### src/rtl/video_timing_pkg.sv
// Shared horizontal timing constants and lock-state encoding.
// Used by the sync generator and the hsync flywheel.
package video_timing_pkg;

  localparam logic [8:0] HPERIOD   = 9'd448;
  localparam logic [8:0] HSYNC_BEG = 9'd10;
  localparam logic [8:0] HSYNC_END = 9'd43;
  localparam logic [8:0] HBLNK_END = 9'd88;

  typedef enum logic [1:0] {
    SEARCH,
    VERIFY,
    LOCKED
  } hs_state_e;

  // Circular distance between two positions on a line of length per.
  function automatic logic [8:0] hdist(
    input logic [8:0] a,
    input logic [8:0] b,
    input logic [8:0] per
  );
    logic [8:0] d;
    d = (a >= b) ? a - b : b - a;
    return (d > per - d) ? per - d : d;
  endfunction

endpackage

### src/rtl/video_hsync_meas.sv
// Hsync edge detector with period and sync-width measurement.
// Period and width saturate instead of wrapping.
module video_hsync_meas #(
  parameter logic [8:0] HPERIOD = 9'd448,
  parameter logic [3:0] TOL     = 4'd2
) (
  input  logic       clk,
  input  logic       rst,
  input  logic       cend,
  input  logic       hsync_in,
  output logic       edge_det,
  output logic [8:0] period_new,
  output logic       good,
  output logic       timeout,
  output logic [8:0] period,
  output logic [5:0] sync_len
);

  logic       hs_q, hs_d;
  logic       fall;
  logic [8:0] per_q, per_d;
  logic [8:0] period_q, period_d;
  logic [8:0] dev;
  logic [5:0] len_q, len_d;
  logic [5:0] slen_q, slen_d;

  assign edge_det   = cend & hsync_in & ~hs_q;
  assign fall       = cend & ~hsync_in & hs_q;
  assign timeout    = &per_q;
  assign period_new = timeout ? per_q : per_q + 9'd1;
  assign dev        = (period_new >= HPERIOD) ?
                      period_new - HPERIOD :
                      HPERIOD - period_new;
  assign good       = dev <= {5'd0, TOL};
  assign period     = period_q;
  assign sync_len   = slen_q;

  // Next-state for the sampler and both measurement counters.
  always_comb begin
    hs_d     = hs_q;
    per_d    = per_q;
    period_d = period_q;
    len_d    = len_q;
    slen_d   = slen_q;
    if (cend) begin
      hs_d = hsync_in;
      if (edge_det) begin
        per_d    = '0;
        period_d = period_new;
      end else if (!timeout) begin
        per_d = per_q + 9'd1;
      end
      if (fall) begin
        slen_d = len_q;
        len_d  = '0;
      end else if (hsync_in && !(&len_q)) begin
        len_d = len_q + 6'd1;
      end
    end
  end

  // Measurement state registers.
  always_ff @(posedge clk or posedge rst) begin
    if (rst) begin
      hs_q     <= 1'b0;
      per_q    <= '0;
      period_q <= '0;
      len_q    <= '0;
      slen_q   <= '0;
    end else begin
      hs_q     <= hs_d;
      per_q    <= per_d;
      period_q <= period_d;
      len_q    <= len_d;
      slen_q   <= slen_d;
    end
  end

endmodule

### src/rtl/video_hsync_lock.sv
// Hsync lock FSM and recovered horizontal flywheel counter.
// Follows an external sync once a stable line period is seen.
module video_hsync_lock
  import video_timing_pkg::*;
#(
  parameter logic [8:0] HPERIOD        = 9'd448,
  parameter logic [8:0] EDGE_HCOUNT    = 9'd11,
  parameter logic [8:0] LINE_START_POS = 9'd88,
  parameter logic [3:0] TOL            = 4'd2,
  parameter logic [2:0] LOCK_LINES     = 3'd4,
  parameter logic [2:0] MISS_MAX       = 3'd3
) (
  input  logic       clk,
  input  logic       rst,
  input  logic       cend,
  input  logic       hsync_in,
  output logic       locked,
  output logic [8:0] hcount_rec,
  output logic       line_start_rec,
  output logic [8:0] period,
  output logic [5:0] sync_len,
  output logic       err
);

  hs_state_e  state_q, state_d;
  logic [8:0] hcnt_q, hcnt_d;
  logic [8:0] nxt;
  logic [2:0] good_q, good_d;
  logic [2:0] miss_q, miss_d;
  logic       acc_q, acc_d;
  logic       err_q, err_d;
  logic       ls_q, ls_d;
  logic       locked_q, locked_d;
  logic       acc_now;
  logic       win;
  logic       close;

  logic       edge_det;
  logic [8:0] period_new;
  logic       good;
  logic       timeout;

  video_hsync_meas #(
    .HPERIOD (HPERIOD),
    .TOL     (TOL)
  ) u_meas (
    .clk        (clk),
    .rst        (rst),
    .cend       (cend),
    .hsync_in   (hsync_in),
    .edge_det   (edge_det),
    .period_new (period_new),
    .good       (good),
    .timeout    (timeout),
    .period     (period),
    .sync_len   (sync_len)
  );

  assign nxt   = (hcnt_q == HPERIOD - 9'd1) ? '0 : hcnt_q + 9'd1;
  assign win   = hdist(nxt, EDGE_HCOUNT, HPERIOD) <= {5'd0, TOL};
  assign close = nxt == EDGE_HCOUNT + {5'd0, TOL} + 9'd1;

  assign locked         = locked_q;
  assign hcount_rec     = hcnt_q;
  assign line_start_rec = ls_q;
  assign err            = err_q;

  // Lock FSM, flywheel phase and miss tracking.
  always_comb begin
    state_d = state_q;
    hcnt_d  = hcnt_q;
    good_d  = good_q;
    miss_d  = miss_q;
    acc_d   = acc_q;
    err_d   = 1'b0;
    acc_now = 1'b0;
    if (cend) begin
      hcnt_d = nxt;
      unique case (state_q)
        SEARCH: begin
          if (edge_det) begin
            hcnt_d  = EDGE_HCOUNT;
            good_d  = '0;
            state_d = VERIFY;
          end
        end
        VERIFY: begin
          if (edge_det) begin
            hcnt_d = EDGE_HCOUNT;
            if (good) begin
              good_d = good_q + 3'd1;
              if (good_q + 3'd1 == LOCK_LINES) begin
                state_d = LOCKED;
                miss_d  = '0;
                acc_d   = 1'b1;
              end
            end else begin
              err_d  = 1'b1;
              good_d = '0;
            end
          end else if (timeout) begin
            state_d = SEARCH;
          end
        end
        LOCKED: begin
          acc_now = edge_det & win;
          if (acc_now) begin
            hcnt_d = EDGE_HCOUNT;
            miss_d = '0;
            acc_d  = 1'b1;
          end else if (edge_det) begin
            err_d = 1'b1;
          end
          if (!acc_now && close) begin
            acc_d = 1'b0;
            if (!acc_q) begin
              err_d  = 1'b1;
              miss_d = miss_q + 3'd1;
              if (miss_q + 3'd1 == MISS_MAX) begin
                state_d = SEARCH;
              end
            end
          end
        end
        default: state_d = SEARCH;
      endcase
    end
    ls_d     = cend && (state_q == LOCKED) &&
               (hcnt_d == LINE_START_POS);
    locked_d = state_d == LOCKED;
  end

  // State and registered outputs.
  always_ff @(posedge clk or posedge rst) begin
    if (rst) begin
      state_q  <= SEARCH;
      hcnt_q   <= '0;
      good_q   <= '0;
      miss_q   <= '0;
      acc_q    <= 1'b0;
      err_q    <= 1'b0;
      ls_q     <= 1'b0;
      locked_q <= 1'b0;
    end else begin
      state_q  <= state_d;
      hcnt_q   <= hcnt_d;
      good_q   <= good_d;
      miss_q   <= miss_d;
      acc_q    <= acc_d;
      err_q    <= err_d;
      ls_q     <= ls_d;
      locked_q <= locked_d;
    end
  end

endmodule

### config.mk
export PLATFORM = sky130hd
export DESIGN_NAME = video_hsync_lock
export DESIGN_NICKNAME = d
export VERILOG_FILES = /design/src/rtl/video_timing_pkg.sv /design/src/rtl/video_hsync_meas.sv /design/src/rtl/video_hsync_lock.sv
export SDC_FILE = /design/constraint.sdc
export NUM_CORES = 1
export LEC_CHECK = 0
export CAP_MARGIN = 20
export CORE_MARGIN = 2
export CORE_UTILIZATION = 57
export DETAILED_ROUTE_END_ITERATION = 10
export PLACE_DENSITY_LB_ADDON = 0.08
export SLEW_MARGIN = 25
export SYNTH_ARGS = -nofsm -noshare
export SYNTH_HDL_FRONTEND = slang
export SYNTH_SLANG_ARGS = --single-unit
### constraint.sdc
create_clock -name clk -period 7.7 [get_ports clk]
set_clock_uncertainty 0.15 [all_clocks]
set_input_delay 1.54 -clock clk [delete_from_list [all_inputs] [get_ports clk]]
set_output_delay 1.54 -clock clk [all_outputs]
set_load 0.05 [all_outputs]
---- After elaboration in Yosys (flattened, before gate mapping) ----
Index checks and enable logic that the tools add are counted.
storage, ports and cells
  flip-flop bits (word level) ............. 52
  input bits .............................. 4
  output and inout port bits .............. 27
operators by class
  $add $sub $neg .......................... 10
  order comparisons ....................... 5
  equality and inequality tests ........... 13
  multiplexer cells ....................... 47
  bitwise gates (word level) .............. 7
  reductions and logical operators ........ 19
operators with widths
  cell                   count
  $mux W9                9
  $mux W3                9
  $add A9 B1 Y9 const B  2
  $le A9 B2 Y1 const B   2
  $mux W2                9
  $pmux W9 S2            1
  $sub A9 B9 Y9 const A  2
  $mux W1                12
  $mux W6                2
  $pmux W3 S2            2
  $reduce_and A6 Y1      2
  $eq A9 B4 Y1 const B   1
  $eq A9 B7 Y1 const B   1
  $eq A9 B9 Y1 const B   1
  $ge A9 B4 Y1 const B   1
  $ge A9 B9 Y1 const B   1
  $gt A9 B9 Y1           1
  $reduce_and A9 Y1      1
  $sub A4 B9 Y9 const A  1
  $sub A9 B4 Y9 const B  1
  $sub A9 B9 Y9 const B  1
  $ne A2 B2 Y1 const B   4
  $add A3 B1 Y3 const B  2
  $add A6 B1 Y6 const B  1
  17 further kinds       32

---- Depth between registers and ports, before layout ----
  word-level depth ........................ 15
  gate-level depth with buffers ........... 25
  gate-level depth less buffers ........... 22

---- Hierarchy ----
From an unflattened synthesis, not the netlist that was laid out.
second synthesis, totals
  cells, all modules ...................... 477
  area, all modules ....................... 4037.6 µm²
by module, submodules not included
  module            times used  cells each  area an instance (µm²)  seq. area each (µm²)
  video_hsync_lock  1           270         2234.6                  525.5
  video_hsync_meas  1           207         1803.0                  775.7

---- Worst setup path after synthesis ----
No wires, ideal clock.
  kind .................................... flip-flop to flip-flop
  from .................................... reg hcnt_q[1] (netlist: hcount_rec[1])
  to ...................................... reg hcnt_q[7] (netlist: hcount_rec[7])
  setup time .............................. 121 ps
  arrival ................................. 6246 ps
  data required time ...................... 7429 ps
  setup slack ............................. 1183 ps
  stages on the path, launching flop included .. 25
  path buffers ............................ 3
  clock period less this slack ............ 6517 ps
  cells stage by stage .................... dfrtp_1 > ha_1 > buf_2 > nand2_1 > o311a_1 > nor2_1 > inv_1 > ha_1 > and2_1 > or4_1 > and2_1 > nor4_4 > buf_2 > o21ai_0 > nor2_1 > nand2_1 > or3_1 > ha_1 > or4_1 > and4_1 > a211oi_2 > o21ai_1 > buf_6 > a211o_1 > a22o_1
between the ends
  word-level cells in the longest chain between the ends .. 12
  elaborated cells on any way between the ends .. 16
  those cells by class .................... 4 x add/sub; 3 x order compare; 1 x eq/ne; 7 x mux; 1 x bitwise
RTL lines
  element                                        line                     text
  from (decl)                                    video_hsync_lock.sv:26   logic [8:0] hcnt_q, hcnt_d;
  from (signal assigned)                         video_hsync_lock.sv:146  hcnt_q <= hcnt_d;
  $add A9 B1 Y9 or $eq A9 B9 Y1 (tied branches)  video_hsync_lock.sv:59   assign nxt = (hcnt_q == HPERIOD - 9'd1) ? '0 : hcnt_q + 9'd1;
  $mux W9 (*)                                    video_hsync_lock.sv:59
  $sub A4 B9 Y9, or another cell as far along    video_timing_pkg.sv:23   d = (a >= b) ? a - b : b - a;
  $mux W9                                        video_timing_pkg.sv:23
  $sub A9 B9 Y9                                  video_timing_pkg.sv:24   return (d > per - d) ? per - d : d;
  $gt A9 B9 Y1                                   video_timing_pkg.sv:24
  $mux W9                                        video_timing_pkg.sv:24
  $le A9 B2 Y1                                   video_hsync_lock.sv:60   assign win = hdist(nxt, EDGE_HCOUNT, HPERIOD) <= {5'd0, TOL};
  $and A1 B1 Y1                                  video_hsync_lock.sv:106  acc_now = edge_det & win;
  $mux W9                                        video_hsync_lock.sv:107  if (acc_now) begin
  $pmux W9 S2 (*)                                video_hsync_lock.sv:79   unique case (state_q)
  $mux W9 (*)                                    video_hsync_lock.sv:77   if (cend) begin
  via hcnt_d[7]                                  video_hsync_lock.sv:26
The timed path passes the listed nets; every way through them passes the cells marked *.
A chain may end at the register's enable or synchronous reset.

---- Final worst setup path ----
  from .................................... reg hcnt_q[0] (netlist: hcount_rec[0])
  to ...................................... reg miss_q[2]
between the ends
  word-level cells in the longest chain between the ends .. 13
  elaborated cells on any way between the ends .. 19
  those cells by class .................... 4 x add/sub; 3 x order compare; 2 x eq/ne; 7 x mux; 1 x bitwise; 2 x reduce/logical
RTL lines
  element                                         line                                              text
  $add A9 B1 Y9 or $eq A9 B9 Y1 (tied branches)   video_hsync_lock.sv:59
  $mux W9 (*)                                     video_hsync_lock.sv:59
  $sub A4 B9 Y9, or another cell as far along     video_timing_pkg.sv:23
  $mux W9                                         video_timing_pkg.sv:23
  $sub A9 B9 Y9                                   video_timing_pkg.sv:24
  $gt A9 B9 Y1                                    video_timing_pkg.sv:24
  $mux W9                                         video_timing_pkg.sv:24
  $le A9 B2 Y1                                    video_hsync_lock.sv:60
  $and A1 B1 Y1                                   video_hsync_lock.sv:106
  $mux W3 or $logic_not A1 Y1 (tied branches)     video_hsync_lock.sv:107, video_hsync_lock.sv:114
  $mux W3 or $logic_and A1 B1 Y1 (tied branches)  video_hsync_lock.sv:116, video_hsync_lock.sv:114
  $mux W3 (*)                                     video_hsync_lock.sv:114                           if (!acc_now && close) begin
  $pmux W3 S2 (*)                                 video_hsync_lock.sv:79
  to (signal assigned)                            video_hsync_lock.sv:148                           miss_q <= miss_d;
  to (decl)                                       video_hsync_lock.sv:29                            logic [2:0] miss_q, miss_d;
Every way passes the cells marked *; elsewhere a longest branch is shown, timed or not.

==> metrics.md <==
| Metric | Value |
|---|---|
| Final Max Tran Viols | `0` |
| Setup WS post-layout | `730 ps` |
| Setup TNS | `0 ps` |
| Switching share of total power | `52.8%` |
| Chip width | `92.3 µm` |
| CTS max path bufs | `2` |
| Maximum clock rate | `0.143 GHz` |
| H-tree depth | `2` |
| Leakage | `2.00 nW` |
| Slew margin rel. | `44.7%` |
| Post-synth EDFFs | `0` |
| Ranking of synthesized cells by area | `dfrtp_1 29%, ha_1 7.3%, nand2_1 5.5%, nor2_1 4.6%, o21ai_0 3.5%` |
| FF+latch area | `1300 µm²` |
| Post-CTS Setup Inserts | `0` |
| Num rows | `32` |
| Post-cts resize count | `0` |
| Vias in the first global route | `3899` |
| Stages on worst setup path | `22` |
| Drt first pass iters | `8` |
| Global-route wire length before repair | `18900 µm` |
| Top-area cell type share of the netlist area | `29.3%` |
| RSZ-0062 raised after global routing | `false` |
| Detail Route Antenna Nets | `0` |
| Final #Nets | `587` |
| Total Routing Usage GR | `27.4%` |
| Area delta synth->final | `8.55%` |
| Share of layout cells above drive strength 1 | `5.20%` |
| FFs w/ async S/R, synth | `100%` |
| Gpl congestion | `0.930` |
| Wire per inst | `17.1 µm` |
| Core area | `7650 µm²` |
| Reg2reg start | `hcount_rec[0]$_DFF_PP0_` |
| Pin count of the biggest net entering global routing | `53` |
| Critical path's largest stage delay | `660 ps` |
| Power Density | `387 nW/µm²` |
| Crit path capture type | `flip-flop` |
| End of the critical path | `miss_q[2]$_DFFE_PP0P_` |
| Power, Total | `1.87 mW` |
| Root Driver | `clkbuf_8` |
| Combinational share of power | `68.6%` |
| DRC viols | `0` |
| Int Pwr | `882 µW` |
| WP data required | `7770 ps` |
| Clk pin slew, worst setup/hold paths | `90 ps` |
| Post-synth top area cell | `dfrtp_1` |
| Bufs and invs on worst path | `2` |
| Seq/Total Area, Yosys | `29.3%` |
| Top FF cell, synth | `dfrtp_1` |
| PortBufs | `30` |
| Synthesis Warnings | `0` |
| Worst EP arrival | `7040 ps` |
| Congestion Overflow GR | `0` |
| Flop-to-flop setup slack | `730 ps` |
| Dpl ws | `845 ps` |
| Die area | `8530 µm²` |
| Clock latency on the worst-skew pair | `310 ps` |
| Initial DRC count | `423` |
| Via density per instance | `6.37` |
| Hold Crit Class | `reg2reg` |
| Mapped Cells | `550` |
| Crit-path cells | `ha_1 -> nand2_1 -> o311a_1 -> nor2_1 -> inv_1 -> ha_1 -> and2_1 -> or4_1 -> and2_1 -> nor4_4 -> buf_4 -> o21ai_0 -> nor2_1 -> nand2_1 -> or3_1 -> ha_1 -> o31a_1 -> o221ai_1 -> a211oi_2 -> o21ai_1 -> or4b_1 -> o22ai_1` |
| Netlist cell types | `72` |
| CP startpoint | `hcount_rec[0]$_DFF_PP0_` |
| Initial antenna violation count | `0` |
| Synthesized flop and latch total | `52` |
| CTS tree | `yes` |
| Drt total wl | `11300 µm` |
| Critical path's slowest cell | `dfrtp_1` |
| Setup violators final | `0` |
| Final Critical Period | `6970 ps` |
| Critical path launch point type | `flip-flop` |
| Ports | `31` |
| Cell family with the largest share of critical-path delay | `simple AND/OR/NAND/NOR gates` |
| FILL cells | `691` |
| Least-Margin Pin Slew | `827 ps` |
| Dpl hpwl | `8240 µm` |
| Synth Net Count | `580` |
| Maximum vdd drop | `310 µV` |
| Max FO, Critical Path | `18` |
| Final core occ | `63.1%` |
| Tcrit/Tclk final | `90.5%` |
| Initial core utilization | `58.2%` |
| Sw Pwr | `985 µW` |
| Critical Path Most Common Cell | `ha_1` |
| Worst r2r dst | `miss_q[2]$_DFFE_PP0P_` |
| Max-cap violations | `0` |
| Sequential power share | `22.9%` |
| Outcome | `finished clean` |
| Hold buffers post-CTS | `0` |
| Vias after detailed routing | `4201` |
| Synthesized area per cell | `8.09 µm²` |
| Hold Violations, Final | `0` |
| WS Path Type | `reg2reg` |
| # diodes | `0` |
| Area taken by multi-input logic gates | `2870 µm²` |
| Min Hold Slack | `329 ps` |
| Hold Crit Depth | `2` |
| Clk network pwr share | `8.4%` |
| Worst Reg-to-Reg Cells | `22` |
| Cts bufs inserted | `5` |
| Post-Syn Area | `4450 µm²` |
| Clk sinks | `52` |
| Die Height | `92.3 µm` |
-- per-stage QoR --
stage	instances	area, µm²
floorplan	550	4450
global placement	652	4730
detailed placement	652	4740
CTS	660	4830
global route	660	4830
finish	660	4830
-- registers in the layout, indices dropped and copies added (netlist names) --
signal / flops
locked: 1
hcount_rec: 9
acc_q: 1
miss_q: 3
u_meas.period: 9
good_q: 3
u_meas.per_q: 9
line_start_rec: 1
u_meas.len_q: 6
state_q: 2
err: 1
u_meas.hs_q: 1
u_meas.sync_len: 6
-- final cells by class --
class,count,share of cell area [%]
inverter,28,2.38
timing repair buffer,33,6.69
clock buffer,8,1.87
multi-input combinational,437,59.5
sequential,52,27.0
tap,102,2.64
-- worst min-delay path by stage --
| stage | to | slack [ps] | startpoint |
|---|---|---|---|
| 2_1_floorplan | u_meas.sync_len[5]$_DFFE_PP0P_ | 330 | u_meas.len_q[5]$_DFFE_PP0P_ |
| 3_3_place_gp | u_meas.sync_len[3]$_DFFE_PP0P_ | 310 | u_meas.sync_len[3]$_DFFE_PP0P_ |
| 3_5_place_dp | u_meas.sync_len[2]$_DFFE_PP0P_ | 310 | u_meas.sync_len[2]$_DFFE_PP0P_ |
| 4_1_cts | u_meas.sync_len[2]$_DFFE_PP0P_ | 330 | u_meas.sync_len[2]$_DFFE_PP0P_ |
| 5_1_grt | u_meas.sync_len[1]$_DFFE_PP0P_ | 360 | u_meas.sync_len[1]$_DFFE_PP0P_ |
| 6_report | u_meas.sync_len[3]$_DFFE_PP0P_ | 330 | u_meas.sync_len[3]$_DFFE_PP0P_ |
-- metal layers --
layer  GRT usage, %  share of wire (%)
met2           40.3                 43
met3           4.48                8.5
met4           6.59                1.1
met1           42.1                 47
met5              0                  0
-- cells by family after synthesis --
family | share of synthesized area [%]
and+or+nand+nor | 26.2
AOI/OAI and AO/OA | 23.6
buffers and inverters | 6.30
DFF | 29.3
adders and majority gates | 7.31
xor gates and xnor gates | 3.88
muxes | 3.46
-- power by group through the flow --
stage	clock, mW	sequential, mW	combinational, mW
finish	0.158	0.428	1.28
global route	0.176	0.441	1.41
CTS	0.163	0.427	1.26
detailed placement	0	0.432	1.25
global placement	0	0.428	1.24
floorplan	0	0.510	0.901
-- worst register-to-register path: stages (launching register included) --
cell	delay (ps)
dfrtp_1	660
ha_1	440
nand2_1	180
o311a_1	400
nor2_1	240
inv_1	130
ha_1	230
and2_1	160
or4_1	550
and2_1	240
nor4_4	140
buf_4	250
o21ai_0	130
nor2_1	100
nand2_1	100
or3_1	390
ha_1	320
o31a_1	310
o221ai_1	220
a211oi_2	140
o21ai_1	660
or4b_1	580
o22ai_1	180
-- Yosys cell counts (5+ instances only) --
cell and count:
buf_2 11, nand2_1 65, clkbuf_1 15, a21oi_1 17, o211ai_1 7, ha_1 26
o21a_1 5, inv_1 26, o2bb2ai_1 7, nor3_1 10, nand4_1 10, o21ai_0 31
xor2_1 7, nand3_1 23, xnor2_1 9, and3_1 10, dfrtp_1 52, and4_1 5
nor2b_1 7, o31ai_1 5, nor2_1 55, a31oi_1 19, a211oi_1 6, mux2i_1 12
a22o_1 8, and2_1 6, o21ai_1 5
-- cells in the final DEF, fill, tap and decap left out, types with 8 or more instances in the layout --
| master | synthesis | layout |
|---|---|---|
| clkdlybuf4s50_1 | 0 | 30 |
| a22o_1 | 8 | 8 |
| inv_1 | 26 | 25 |
| nand2_1 | 65 | 65 |
| and3_1 | 10 | 10 |
| nor3_1 | 10 | 9 |
| xnor2_1 | 9 | 9 |
| ha_1 | 26 | 26 |
| o21ai_0 | 31 | 31 |
| a31oi_1 | 19 | 19 |
| nor2_1 | 55 | 55 |
| mux2i_1 | 12 | 12 |
| a21oi_1 | 17 | 17 |
| dfrtp_1 | 52 | 52 |
| nand4_1 | 10 | 10 |
| nand3_1 | 23 | 23 |
Power figures use the tool's default switching activity.
==> edit 1: new RTL, same flow settings <==
Re-encode `hs_state_e` (3 states) as one-hot, 3 bits wide.
--- a/src/rtl/video_timing_pkg.sv
+++ b/src/rtl/video_timing_pkg.sv
@@ -7,10 +7,10 @@
   localparam logic [8:0] HSYNC_END = 9'd43;
   localparam logic [8:0] HBLNK_END = 9'd88;
 
-  typedef enum logic [1:0] {
-    SEARCH,
-    VERIFY,
-    LOCKED
+  typedef enum logic [2:0] {
+    SEARCH = 3'b001,
+    VERIFY = 3'b010,
+    LOCKED = 3'b100
   } hs_state_e;
 
   // Circular distance between two positions on a line of length per.
Behaviour: no difference found for any inputs over 4 cycles, from zero or initial values and one cycle with rst high; so few cycles prove little.
==> edit 1 against the unedited design <==
  * Worst setup slack better by 1600 ps
  * Wire length down 13%
  * Count of clock-buffer cells in the layout down 3
  * Cell area down 5.0%
  * Synthesized area down 6.5%
  * Sequential cell count up 1
  * Sequential power down 2%
  * Power down 12%
  * Critical path type unchanged
==> edit 1: results (changes against the unedited design) <==
first-pass GRT wire length 16440 µm (-13%); routed length per instance 16.40 µm (-4.1%); worst-path maximum fanout 13 (-5); top cells by count, synth 57 x nand2_1, 52 x dfrtp_1, 42 x nor2_1; Layout Cells excl Fill 601 (-8.9%); top cell type's share of synthesized area 31.30% (+2.0 points); Synth area leaders dfrtp_1 31%, ha_1 6.6%, nand2_1 5.1%; Leak 1.958 nW (-2.0%); met3 usage 3.139% (-1.3 points); met1 Track Usage GR 34.42% (-7.7 points); drt first pass iters 5 (-3); GR peak layer met2; Port Buffers 30 (unchanged); vias in the first global route 3395 (-13%); sequential share of the synthesized area 31.93% (+2.7 points); GRT Resource Usage Total 26.03% (-1.4 points); initial antenna violation count 0 (unchanged); WL met3 478 µm (-50%); Final #Nets 527 (-10%); share of cells above drive strength 1 8.367% (+3.2 points); pre-CTS WS 2365 ps (+1521 ps); met2 GRT Util 43.70% (+3.4 points); vias 3755 (-11%); post-synth net total 512 (-12%); placed cells 593 (-9.0%); Filler Cells Inserted 649 (-6.1%); Least-Margin Pin Slew 848.8 ps (+22.31 ps); top_reg_cell synth dfrtp_1; largest net degree at the start of global routing 54 (+1.9%); worst hold start u_meas.sync_len[4]; CP Data Arrival Time 5450 ps (-1590 ps); clock-pin slew on the worst setup and hold paths 110 ps (+20 ps); outcome finished clean; DRT iter0 DRCs 228 (-46%)
edit 1: kinds of logic (layout without fill, tap and decap cells):
kind of cell | count (synthesis) | after routing | synth area share [%]
compound gates | 138 | 138 | 24.98
simple gates | 189 | 189 | 23.74
fa+ha+maj | 22 | 22 | 6.620
xor+xnor | 17 | 17 | 4.303
flops | 53 | 53 | 31.93
mux | 9 | 9 | 2.317
buf+inv | 58 | 74 | 6.109
edit 1: power by group:
part	leakage, nW	switching, mW	internal (mW)
sequential	0.701	0.0855	0.334
clock	0.0603	0.103	0.0998
combinational	1.20	0.641	0.388
total	1.96	0.830	0.822
edit 1: worst max-delay path, cell delays in order (launching register included):
cell,delay [ps]
dfrtp_1,570
ha_1,500
nand4b_4,180
nor2_1,160
or2_2,150
inv_1,70
ha_1,210
and2_0,250
a2111oi_4,420
a41oi_4,90
nor3_2,280
mux2_2,400
nand3_1,110
o21ai_0,100
ha_1,280
nor3_1,210
nand3_1,180
a211oi_2,410
o31ai_2,150
and2_4,210
a22o_1,170
edit 1: final timing paths:
path,endpoint,slack [ps],cells past startpoint
worst max register to register,hcount_rec[4],2310,20
worst max-delay path,hcount_rec[4],2310,20
min in group asynchronous,u_meas.hs_q,1510,2
worst min-delay path,u_meas.sync_len[4],330,2
max in group asynchronous,u_meas.per_q[3],5460,2
worst min register to register,u_meas.sync_len[4],330,2
edit 1: layout make-up:
class	count	area (µm²)	area share (%)
Sequential cell	53	1328	28.93
Inverter	35	133.9	2.918
Multi-Input combinational cell	375	2576	56.15
Timing Repair Buffer	31	307.8	6.708
Clock buffer	5	68.82	1.500
Tap cell	99	123.9	2.700
Clock inverter	3	50.05	1.091
==> edit 2: new RTL, same flow settings <==
Made on the original files. `HPERIOD` is set to 9'd448 in 3 places; all go to 9'd224.
--- a/src/rtl/video_timing_pkg.sv
+++ b/src/rtl/video_timing_pkg.sv
@@ -2,7 +2,7 @@
 // Used by the sync generator and the hsync flywheel.
 package video_timing_pkg;
 
-  localparam logic [8:0] HPERIOD   = 9'd448;
+  localparam logic [8:0] HPERIOD   = 9'd224;
   localparam logic [8:0] HSYNC_BEG = 9'd10;
   localparam logic [8:0] HSYNC_END = 9'd43;
   localparam logic [8:0] HBLNK_END = 9'd88;
--- a/src/rtl/video_hsync_meas.sv
+++ b/src/rtl/video_hsync_meas.sv
@@ -1,7 +1,7 @@
 // Hsync edge detector with period and sync-width measurement.
 // Period and width saturate instead of wrapping.
 module video_hsync_meas #(
-  parameter logic [8:0] HPERIOD = 9'd448,
+  parameter logic [8:0] HPERIOD = 9'd224,
   parameter logic [3:0] TOL     = 4'd2
 ) (
   input  logic       clk,
--- a/src/rtl/video_hsync_lock.sv
+++ b/src/rtl/video_hsync_lock.sv
@@ -3,7 +3,7 @@
 module video_hsync_lock
   import video_timing_pkg::*;
 #(
-  parameter logic [8:0] HPERIOD        = 9'd448,
+  parameter logic [8:0] HPERIOD        = 9'd224,
   parameter logic [8:0] EDGE_HCOUNT    = 9'd11,
   parameter logic [8:0] LINE_START_POS = 9'd88,
   parameter logic [3:0] TOL            = 4'd2,
Check against the original RTL: no difference found for any inputs over 4 cycles, from zero or initial values and one cycle with rst high; that may be too few to reach the edited logic, so the function may still have changed.
==> edit 2 against the unedited design <==
  * Wire length is 8.7% lower
  * Worst setup slack better by 1100 ps
  * Critical endpoint is now miss_q[1]
  * Sequential cell count is the same
  * Synthesized cell count shrank 5.8%
  * Synthesized area shrank 4.1%
  * Power grew 1.2%
  * Highest routed layer unchanged
  * Cell area down 2.2%
  * Global-route usage fell by 2.0 points
  * Largest cell class unchanged
  * Largest power group unchanged
  * Sequential share of layout area grew 0.61 points
==> edit 2: results (changes against the unedited design) <==
outcome finished clean; routed length per instance 16.28 µm (-4.8%); Post-Syn Area per Cell 8.237 µm² (+1.8%); Synth Area in XOR/XNOR 3.284% (-0.60 points); total gr overflow 0 (unchanged); Tcrit/Tclk final 76.22% (-14 points); DR top layer met4; area fraction in compound gates after synthesis 27.89% (+4.3 points); CTS resizes 0 (unchanged); post-route antenna net violation count 0 (unchanged); drt first pass iters 4 (-4); vias in the first global route 3539 (-9.2%); GPL Wtd Cong 0.9214 (-0.91%); Min-Delay Endpoint u_meas.sync_len[4]; Hold Path Class register to register; DRT iter0 DRCs 408 (-3.5%); Ys Warns 0 (unchanged); CP Class register to register; final WL 10310 µm (-8.7%); first-pass GRT wire length 17370 µm (-8.1%); share of cells above drive strength 1 6.929% (+1.7 points); dpl hpwl 7616 µm (-7.5%); Max transition margin 36.78% (-7.9 points); Filler Cells Inserted 626 (-9.4%); Met2 Wirelength 4848 µm (unchanged); Synth area leaders dfrtp_1 30%, ha_1 7.0%, nand2_1 5.9%; post-synth net total 546 (-5.9%); clock-pin slew on the worst setup and hold paths 110 ps (+20 ps); clock latency on the worst-skew pair 320 ps; R2R Path End miss_q[1]; sequential share of the synthesized area 30.50% (+1.2 points); placed cells 625 (-4.1%); pre-CTS WS 1987 ps (+1142 ps); worst hold slack 335.5 ps (+6.451 ps); worst-path maximum fanout 14 (-4); Multi-input gate area 2720 µm² (-5.3%); VDD IR max 0.3182 mV (+2.8%); total CTS buffers 5 (unchanged); top cells by count, synth 67 x nand2_1, 52 x dfrtp_1, 36 x nor2_1; Synth cell types 85 (+18%); CP Data Arrival Time 5940 ps (-1100 ps); Synth Area in Adders 7.038% (-0.28 points); WL met1 4949 µm (-7.6%); WHS Path Cells 2 (unchanged); vias 3912 (-6.9%); Cell Area, Placed 4583 µm² (-3.3%); Final #Nets 561 (-4.4%); WL met3 388 µm (-60%); largest net degree at the start of global routing 53 (unchanged); GRT Resource Usage Total 25.47% (-2.0 points); multiplexer area fraction after synthesis 1.701% (-1.8 points); reg2reg setup slack 1830 ps (+1100 ps); Leak 2.023 nW (+1.2%); FF-to-FF path depth 19 (-14%); worst hold start u_meas.sync_len[4]
## edit 2: area by class of cell
class                   count  area share, %
flip-flops and latches     52          27.56
repair buffers             32          6.679
multi-input cells         410          57.62
clock buffers               5          1.458
inverters                  32          2.597
well taps                  99          2.624
clock inverters             3          1.458
## edit 2: worst max-delay path: stages (launching register included)
cell and delay [ps]:
dfrtp_1 600, ha_1 460, inv_1 180, o311ai_1 390
nand2_1 210, ha_1 260, and2_1 160, a311oi_2 420
nand2_1 140, mux2_2 260, nand3_1 80, o311ai_0 290
ha_1 320, nor3_1 230, a21oi_1 80, or4b_1 530
a31oi_1 240, o211a_1 390, nand2_1 140, o32ai_1 230
## edit 2: power by group
part	total, mW	internal [mW]	switching (mW)
combinational	1.22	0.455	0.768
clock	0.231	0.131	0.0998
sequential	0.435	0.333	0.101
## edit 2: routing by layer
layer / track usage, % / vias up
met2: 41.73 / 104
met3: 3.005 / 12
li1: - / 1938
met4: 6.282 / 0
met1: 35.92 / 1858
met5: 0 / -
